`src/rtl/par_inject_arbiter_if.sv`:
```
// Bus bundle between the traffic sources, the injection arbiter and the router local input port.
`ifndef PAYLOAD_SIZE
`define PAYLOAD_SIZE 8
`endif
`ifndef ADDR_BITS
`define ADDR_BITS 4
`endif

interface par_inject_arbiter_if #(
    parameter int NUM_SRC = 4
);
    localparam int W = `PAYLOAD_SIZE + `ADDR_BITS;

    logic [NUM_SRC*W-1:0] items_in;
    logic [NUM_SRC-1:0]   valid_in;
    logic [NUM_SRC-1:0]   send;
    logic [NUM_SRC-1:0]   busy_out;
    logic [W-1:0]         item_out;
    logic                 valid_out;
    logic                 busy_in;

    // Sources pulse valid_in for one cycle, ideally only while send is high.
    // Router side: an item moves on every cycle with valid_out & !busy_in;
    // while busy_in holds, item_out/valid_out stay frozen.
    modport master (
        output items_in, valid_in, busy_in,
        input  send, busy_out, item_out, valid_out
    );
    modport slave (
        input  items_in, valid_in, busy_in,
        output send, busy_out, item_out, valid_out
    );
endinterface

```
`src/rtl/par_inject_arbiter.sv`:
```
// Round-robin injection arbiter: per-source one-entry capture slots feeding a
// registered router output, throttled by a periodically refilled credit bucket.
`ifndef PAYLOAD_SIZE
`define PAYLOAD_SIZE 8
`endif
`ifndef ADDR_BITS
`define ADDR_BITS 4
`endif

module par_inject_arbiter #(
    parameter int NUM_SRC    = 4,
    parameter int PERIOD     = 16,
    parameter int CREDIT_MAX = 4
) (
    input  logic                  clk,
    input  logic                  reset,
    input  logic                  enable,
    par_inject_arbiter_if.slave   bus,
    output logic [NUM_SRC-1:0]    overflow,
    output logic [15:0]           tx_count
);
    localparam int W  = `PAYLOAD_SIZE + `ADDR_BITS;
    localparam int PW = (NUM_SRC > 1) ? $clog2(NUM_SRC) : 1;
    localparam int CW = (PERIOD > 1) ? $clog2(PERIOD) : 1;
    localparam logic [3:0]    CMAX  = 4'(CREDIT_MAX);
    localparam logic [CW-1:0] PLAST = CW'(PERIOD - 1);

    logic [W-1:0]         slot_data [NUM_SRC];
    logic [NUM_SRC-1:0]   slot_full;
    logic [PW-1:0]        rr_ptr;
    logic [CW-1:0]        period_cnt;
    logic [3:0]           credits;
    logic [W-1:0]         item_q;
    logic                 valid_q;

    logic                 transfer;
    logic                 load;
    logic                 refill;
    logic                 grant_found;
    logic [PW-1:0]        grant;
    logic [PW-1:0]        idx;
    logic [NUM_SRC-1:0]   drain;

    assign transfer     = valid_q & ~bus.busy_in;
    assign refill       = (period_cnt == PLAST);
    assign load         = (~valid_q | transfer) & (credits != 4'd0) & grant_found;
    assign bus.item_out  = item_q;
    assign bus.valid_out = valid_q;
    assign bus.busy_out  = slot_full;
    assign bus.send      = {NUM_SRC{enable}} & ~slot_full;

    // First full slot at or after rr_ptr, wrapping around the source list.
    always_comb begin
        grant       = '0;
        grant_found = 1'b0;
        idx         = '0;
        for (int k = 0; k < NUM_SRC; k++) begin
            idx = PW'((int'(rr_ptr) + k) % NUM_SRC);
            if (!grant_found && slot_full[idx]) begin
                grant_found = 1'b1;
                grant       = idx;
            end
        end
    end

    always_comb begin
        drain = '0;
        for (int i = 0; i < NUM_SRC; i++) begin
            drain[i] = load && (grant == PW'(i));
        end
    end

    always_ff @(posedge clk) begin
        if (reset) begin
            slot_full  <= '0;
            overflow   <= '0;
            rr_ptr     <= '0;
            period_cnt <= '0;
            credits    <= CMAX;
            item_q     <= '0;
            valid_q    <= 1'b0;
            tx_count   <= '0;
            for (int i = 0; i < NUM_SRC; i++) begin
                slot_data[i] <= '0;
            end
        end else begin
            // A draining slot accepts a new item in the same cycle; the old one goes out.
            for (int i = 0; i < NUM_SRC; i++) begin
                if (bus.valid_in[i] && (!slot_full[i] || drain[i])) begin
                    slot_data[i] <= bus.items_in[i*W +: W];
                    slot_full[i] <= 1'b1;
                end else if (drain[i]) begin
                    slot_full[i] <= 1'b0;
                end
                if (bus.valid_in[i] && slot_full[i] && !drain[i]) begin
                    overflow[i] <= 1'b1;
                end
            end

            if (load) begin
                item_q  <= slot_data[grant];
                valid_q <= 1'b1;
                rr_ptr  <= (grant == PW'(NUM_SRC - 1)) ? '0 : grant + PW'(1);
            end else if (transfer) begin
                valid_q <= 1'b0;
            end

            period_cnt <= refill ? '0 : period_cnt + CW'(1);

            if (load && !refill) begin
                credits <= credits - 4'd1;
            end else if (refill && !load && credits != CMAX) begin
                credits <= credits + 4'd1;
            end

            if (transfer) begin
                tx_count <= tx_count + 16'd1;
            end
        end
    end
endmodule

```
`src/flat_wrapper.sv`:
```
// flat-port wrapper written by rule: the top's interface ports become plain ports
module par_inject_arbiter_flat 
#(
    parameter int NUM_SRC    = 4,
    parameter int PERIOD     = 16,
    parameter int CREDIT_MAX = 4
)
  (clk, reset, enable, overflow, tx_count, bus_items_in, bus_valid_in, bus_busy_in, bus_send, bus_busy_out, bus_item_out, bus_valid_out);
  par_inject_arbiter_if #(.NUM_SRC(NUM_SRC)) bus_i ();
  input  logic clk;
  input  logic reset;
  input  logic enable;
  output logic [NUM_SRC-1:0] overflow;
  output logic [15:0] tx_count;
  input wire logic [$bits(bus_i.items_in)-1:0] bus_items_in;
  input wire logic [$bits(bus_i.valid_in)-1:0] bus_valid_in;
  input wire logic [$bits(bus_i.busy_in)-1:0] bus_busy_in;
  output wire logic [$bits(bus_i.send)-1:0] bus_send;
  output wire logic [$bits(bus_i.busy_out)-1:0] bus_busy_out;
  output wire logic [$bits(bus_i.item_out)-1:0] bus_item_out;
  output wire logic [$bits(bus_i.valid_out)-1:0] bus_valid_out;
  assign bus_i.items_in = bus_items_in;
  assign bus_i.valid_in = bus_valid_in;
  assign bus_i.busy_in = bus_busy_in;
  assign bus_send = bus_i.send;
  assign bus_busy_out = bus_i.busy_out;
  assign bus_item_out = bus_i.item_out;
  assign bus_valid_out = bus_i.valid_out;
  par_inject_arbiter #(.NUM_SRC(NUM_SRC), .PERIOD(PERIOD), .CREDIT_MAX(CREDIT_MAX)) u_core (.clk(clk), .reset(reset), .enable(enable), .bus(bus_i), .overflow(overflow), .tx_count(tx_count));
endmodule
```
`config.mk`:
```
export PLATFORM = sky130hd
export DESIGN_NAME = par_inject_arbiter_flat
export DESIGN_NICKNAME = d
export VERILOG_FILES = /design/src/rtl/par_inject_arbiter_if.sv /design/src/rtl/par_inject_arbiter.sv /design/src/flat_wrapper.sv
export SDC_FILE = /design/constraint.sdc
export NUM_CORES = 1
export LEC_CHECK = 0
export CORE_MARGIN = 2
export CORE_UTILIZATION = 63
export DETAILED_ROUTE_END_ITERATION = 8
export DONT_BUFFER_PORTS = 1
export PLACE_DENSITY = 0.87
export SLEW_MARGIN = 20
export SYNTH_ARGS = -nofsm -noshare
export SYNTH_HDL_FRONTEND = slang
export SYNTH_SLANG_ARGS = --single-unit
```
`constraint.sdc`:
```
create_clock -name clk -period 3 [get_ports clk]
set_input_delay 0.6 -clock clk [delete_from_list [all_inputs] [get_ports clk]]
set_output_delay 0.6 -clock clk [all_outputs]
set_load 0.005 [all_outputs]
```
==> flow_summary.yaml, run 1 <==
synth:
  yosysMostFrequentCell: "edfxtp_1"
  ys_types: 43
  syn_nets: 439
  synth_area_leader_cell: "edfxtp_1"
  synth_top_area_share_pct: 32.8
  ys_warn_count: 0
  synthTopCellsByCount: "edfxtp_1, dfxtp_1, and2_4, nor2_1, mux2i_1"
  async_flop_share_pct: 0
  synth_cells: 376
  synth-edff-count: 48
  synth-seq-area-share_pct: 54.2
  ys.flop_type: "edfxtp_1"
  synth.cell_area_um2: 4400
  synth_area_leaders: "edfxtp_1, dfxtp_1, and2_4, mux2i_1, nor2_1"
  avgSynthCellArea_um2: 11.7
  ys_ff_latch: 95
die:
  die_height_um: 87.5
  coreArea_um2: 6760
  design.die.area_um2: 7660
  die_w_um: 87.5
  io_pins: 97
  rows: 30
  start_util_pct: 65.1
layout:
  fin_nets: 435
  fin_area_um2: 4630
  drive_above_1_share_pct: 18.4
  finalNonFillerCells: 456
  area_growth_pct: 5.24
  post-route-util_pct: 68.5
  diodes: 0
timing:
  max_freq_mhz: 379
  grt_setup_unrepaired: "no"
  finalMaxSlewViolations: 0
  relSlewSlack_pct: 35.3
  period_share_pct: 87.9
  finClkSkew_ns: 0.0162
  hold_ws_ns: 0.307
  setup_tns_ns: 0
  worst_pin_slew_ns: 0.968
  setup_violations: 0
  finalHoldViolations: 0
  fin_ws_ns: 0.363
  finalCriticalPeriod_ns: 2.64
setup_path:
  arrival_ns: 2.61
  crit_path_max_fanout: 12
  setup.worst_path.end_class: "flip-flop"
  worstSetupStartpointType: "flip-flop"
  required_ns: 2.98
  path_class: "flip-flop to flip-flop"
power_and_ir_drop:
  leakagePower_nw: 1.74
  power_density_nw_per_um2: 682
  vdd_drop_max_uv: 394
  power.total_mw: 3.16
clock_tree:
  root_buffer: "clkbuf_8"
  ctsLongestPathBuffers: 2
  clock-sinks: 95
  clk_latency_ns: 0.36
  cts_resized: 0
  path_clk_slew_ns: 0.09
  cts_tree: "built"
  cts_hold_buf: 0
  cts_made_buffers: 9
  post_cts_buffers: 0
  htreeDepth: 3
grt:
  grt_overflow_total: 0
  grt_max_degree: 59
  antenna_found_initial: 0
  grt_usage_pct: 21.9
  grt_first_pass_wirelength_um: 12700
  grt_pass1_vias: 2491
routing:
  drtPass1Iterations: 4
  detail_route.vias_per_cell: 6.01
  finalWirelength_um: 8270
  drt-initial-drc-count: 200
  post-route-drc-count: 0
  vias: 2740
  wl_per_cell_um: 18.1
  antenna_left: 0
placement:
  dp_slack_ns: 0.169
  portBuffers: 0
  gp_congestion: 0.911
  dp_hpwl_um: 5980
  dpl.cell_count: 441
  postPlaceCellArea_um2: 4400
hold_path:
  min_path_type: "input port to flip-flop"
job:
  drv_cap: 0
outcome:
  outcome: "completed"
path summary, 6_finish.rpt:
check	startpoint	to	slack (ns)	cells past startpoint
max reg2reg	u_core.bus.busy_out[0]	u_core.slot_data[0][11]	0.36	7
max	u_core.bus.busy_out[0]	u_core.slot_data[0][11]	0.36	7
min reg2reg	u_core.period_cnt[0]	u_core.period_cnt[0]	0.49	1
min	reset	u_core.tx_count[14]	0.31	1
logic make-up after synthesis:
family	after synthesis	synth area share, %
and+or+nand+nor	154	22.4
muxes	30	6.89
buffers and inverters	27	3.33
xor gates and xnor gates	13	2.59
AOI/OAI and AO/OA	50	8.59
DFF	95	54.2
adders and majority gates	7	1.99
where the power goes:
group	switching, mW	internal (mW)
Combinational	0.333	0.257
Sequential	0.119	1.52
Clock	0.451	0.474
Total	0.903	2.25
cell usage in the layout, fill, tap and decap left out, types with 9 or more instances in the layout:
master    count
edfxtp_1     48
and2_1        9
nor2_1       33
a21oi_1      19
mux2i_1      28
o221ai_1     12
inv_1        10
clkbuf_8      9
nand2_1      12
nand3_1      10
and2_4       40
nand3b_1     12
dfxtp_1      47
metal layers:
metal	GRT usage [%]	vias up	wire length [um]
li1	-	1324	-
met2	31.7	90	3860
met4	7.41	0	188
met3	7.07	14	542
met5	0	-	0
met1	31.3	1312	3680
flip-flops by register name, summed over array words and instances, names as in the netlist:
name,flops
u_core.bus.busy_out,4
u_core.bus.item_out,12
u_core.bus.valid_out,1
u_core.credits,4
u_core.overflow,4
u_core.period_cnt,4
u_core.rr_ptr,2
u_core.slot_data,48
u_core.tx_count,16
critical path, stage by stage, from the launching register on:
cell and delay, ns:
dfxtp_1 0.51, a21oi_1 0.12, o21ai_0 0.18, o2bb2a_1 0.30, inv_1 0.10, ha_1 0.19, a21boi_4 0.08, o21bai_1 0.78
final cells by class:
cell class | count | area, um^2
well taps | 80 | 100
clock inverters | 6 | 92.6
multi-input cells | 254 | 1880
fillers | 490 | 2130
inverters | 10 | 37.5
flip-flops and latches | 95 | 2380
repair buffers | 2 | 15.0
clock buffers | 9 | 124
(Power assumes the default switching activity.)
==> run 2, diff against run 1 <==
Settings changed: CORE_UTILIZATION 63 to 40, PLACE_DENSITY 0.87 to 0.51, TNS_END_PERCENT from default to 5.
==> run 2 against run 1 <==
  * Total power shrank 0.17%
  * Wire length grew 9.3%
  * Register-to-register slack gained 0.10 ns
  * Sequential power is essentially flat
  * Critical path type unchanged
  * Critical endpoint is now u_core.slot_data[3][4]
==> flow_summary.yaml, run 2 (synthesized netlist as in run 1, its figures left out) <==
grt:
  grt_pass1_vias: 2736
  grt_max_degree: 59
  grt_usage_pct: 16.1
  antenna_found_initial: 0
  grt_overflow_total: 0
  grt_first_pass_wirelength_um: 14300
routing:
  antenna_left: 0
  post-route-drc-count: 0
  drt-initial-drc-count: 144
  detail_route.vias_per_cell: 5.17
  wl_per_cell_um: 17.4
  finalWirelength_um: 9040
  vias: 2696
  drtPass1Iterations: 5
timing:
  finalCriticalPeriod_ns: 2.54
  finClkSkew_ns: 0.0108
  finalHoldViolations: 0
  relSlewSlack_pct: 45.2
  setup_violations: 0
  finalMaxSlewViolations: 0
  grt_setup_unrepaired: "no"
  period_share_pct: 84.6
  setup_tns_ns: 0
  max_freq_mhz: 394
  worst_pin_slew_ns: 0.817
die:
  die_w_um: 109
  coreArea_um2: 10800
  io_pins: 97
  start_util_pct: 40.7
  die_height_um: 109
  rows: 38
  design.die.area_um2: 11800
setup_path:
  r2r_end: "u_core.slot_data[3][4]"
  path_class: "flip-flop to flip-flop"
  required_ns: 3.22
  startpoint: "u_core.rr_ptr[1]"
  cp_cell_sequence: "mux2i_1 -> nor2_1 -> a311oi_2 -> ha_1 -> a21oi_4 -> nor3_2 -> and2_4"
  reg2reg_from: "u_core.rr_ptr[1]"
  max_stage_delay_ns: 0.64
  critPathCapture: "u_core.slot_data[3][4]"
  reg2reg_slack_ns: 0.46
  worstSetupStartpointType: "flip-flop"
  cp_slowest_cell: "nor3_2"
  setup.worst_path.end_class: "flip-flop"
  arrival_ns: 2.76
  crit_path_max_fanout: 12
  ff2ff_path_depth: 7
hold_path:
  hold_start: "reset"
  min_path_type: "input port to flip-flop"
layout:
  top_register: "u_core.slot_data"
  multi_input_area_um2: 1880
  layout_common_cells: "edfxtp_1, dfxtp_1, and2_4"
  diodes: 0
  largest_reg_flops: 48
  fin_nets: 439
  regArea_um2: 2380
  drive_above_1_share_pct: 19.4
  area_growth_pct: 7.63
  n_fill_cell: 1011
  final_common_cell: "edfxtp_1"
clock_tree:
  clock-sinks: 95
  path_clk_slew_ns: 0.09
  cts_tree: "built"
  cts_resized: 0
  root_buffer: "clkbuf_8"
  clk_latency_ns: 0.35
  cts_made_buffers: 9
  ctsLongestPathBuffers: 2
  cts_hold_buf: 0
  htreeDepth: 3
  post_cts_buffers: 0
power_and_ir_drop:
  vdd_drop_max_uv: 227
  power.total_mw: 3.15
  leakagePower_nw: 1.75
  power_density_nw_per_um2: 666
job:
  drv_cap: 0
outcome:
  outcome: "completed"
placement:
  dp_hpwl_um: 6350
  portBuffers: 0
  gp_congestion: 0.758
run 2: cell types whose count changed in the layout (fill, tap and decap cells not counted):
cell / change
buf_4: +4
inv_6: -2
clkbuf_1: +1
clkinv_4: +1
clkinvlp_2: +1
clkinvlp_4: +1
inv_8: -1
o21bai_1: -1
o21bai_2: +1
run 2: area by class of cell:
type	count	area share (%)
Tap cell	140	3.70
Inverter	10	0.793
Timing Repair Buffer	6	0.952
Clock buffer	10	2.70
Multi-Input combinational cell	254	39.7
Clock inverter	6	1.80
Sequential cell	95	50.3
run 2: worst min-delay path by stage:
stage / end / slack, ns / cells past startpoint
finish: u_core.period_cnt[3] / 0.30 / 1
global route: u_core.period_cnt[3] / 0.26 / 1
CTS: u_core.period_cnt[3] / 0.27 / 1
detailed placement: u_core.period_cnt[0] / 0.47 / 1
global placement: u_core.period_cnt[0] / 0.47 / 1
floorplan: u_core.period_cnt[0] / 0.46 / 1
run 2: per-stage QoR:
step	instance area (um^2)	utilization (%)	setup WS, ns	instances	hold WS, ns
finish	4730	43.8	0.463	521	0.300
global route	4730	43.8	0.183	521	0.264
CTS	4730	43.8	0.231	521	0.275
detailed placement	4520	41.8	0.255	505	0.474
global placement	4510	41.8	0.207	505	0.468
floorplan	4400	-	0.418	376	0.456
run 2: metal layers:
layer  vias to the layer above  routed length, um  share of wire (%)  GRT usage [%]
met2                        73               4400                 49           26.5
met3                         5                658                7.3           5.08
met4                         0                 69               0.76           4.67
met1                      1285               3910                 43           20.2
met5                         -                  0                  0              0
li1                       1333                  -                  -              -
run 2: worst max-delay path, delay by kind of cell, from the launching register on:
kind	cells	cell delay, ns
simple gates	3	0.95
compound gates	2	0.52
flops	1	0.44
fa+ha+maj	1	0.27
mux	1	0.21
run 2: power by group:
| group | internal (mW) | switching [mW] |
|---|---|---|
| Combinational | 0.263 | 0.334 |
| Clock | 0.467 | 0.450 |
| Sequential | 1.52 | 0.115 |
| Total | 2.25 | 0.899 |
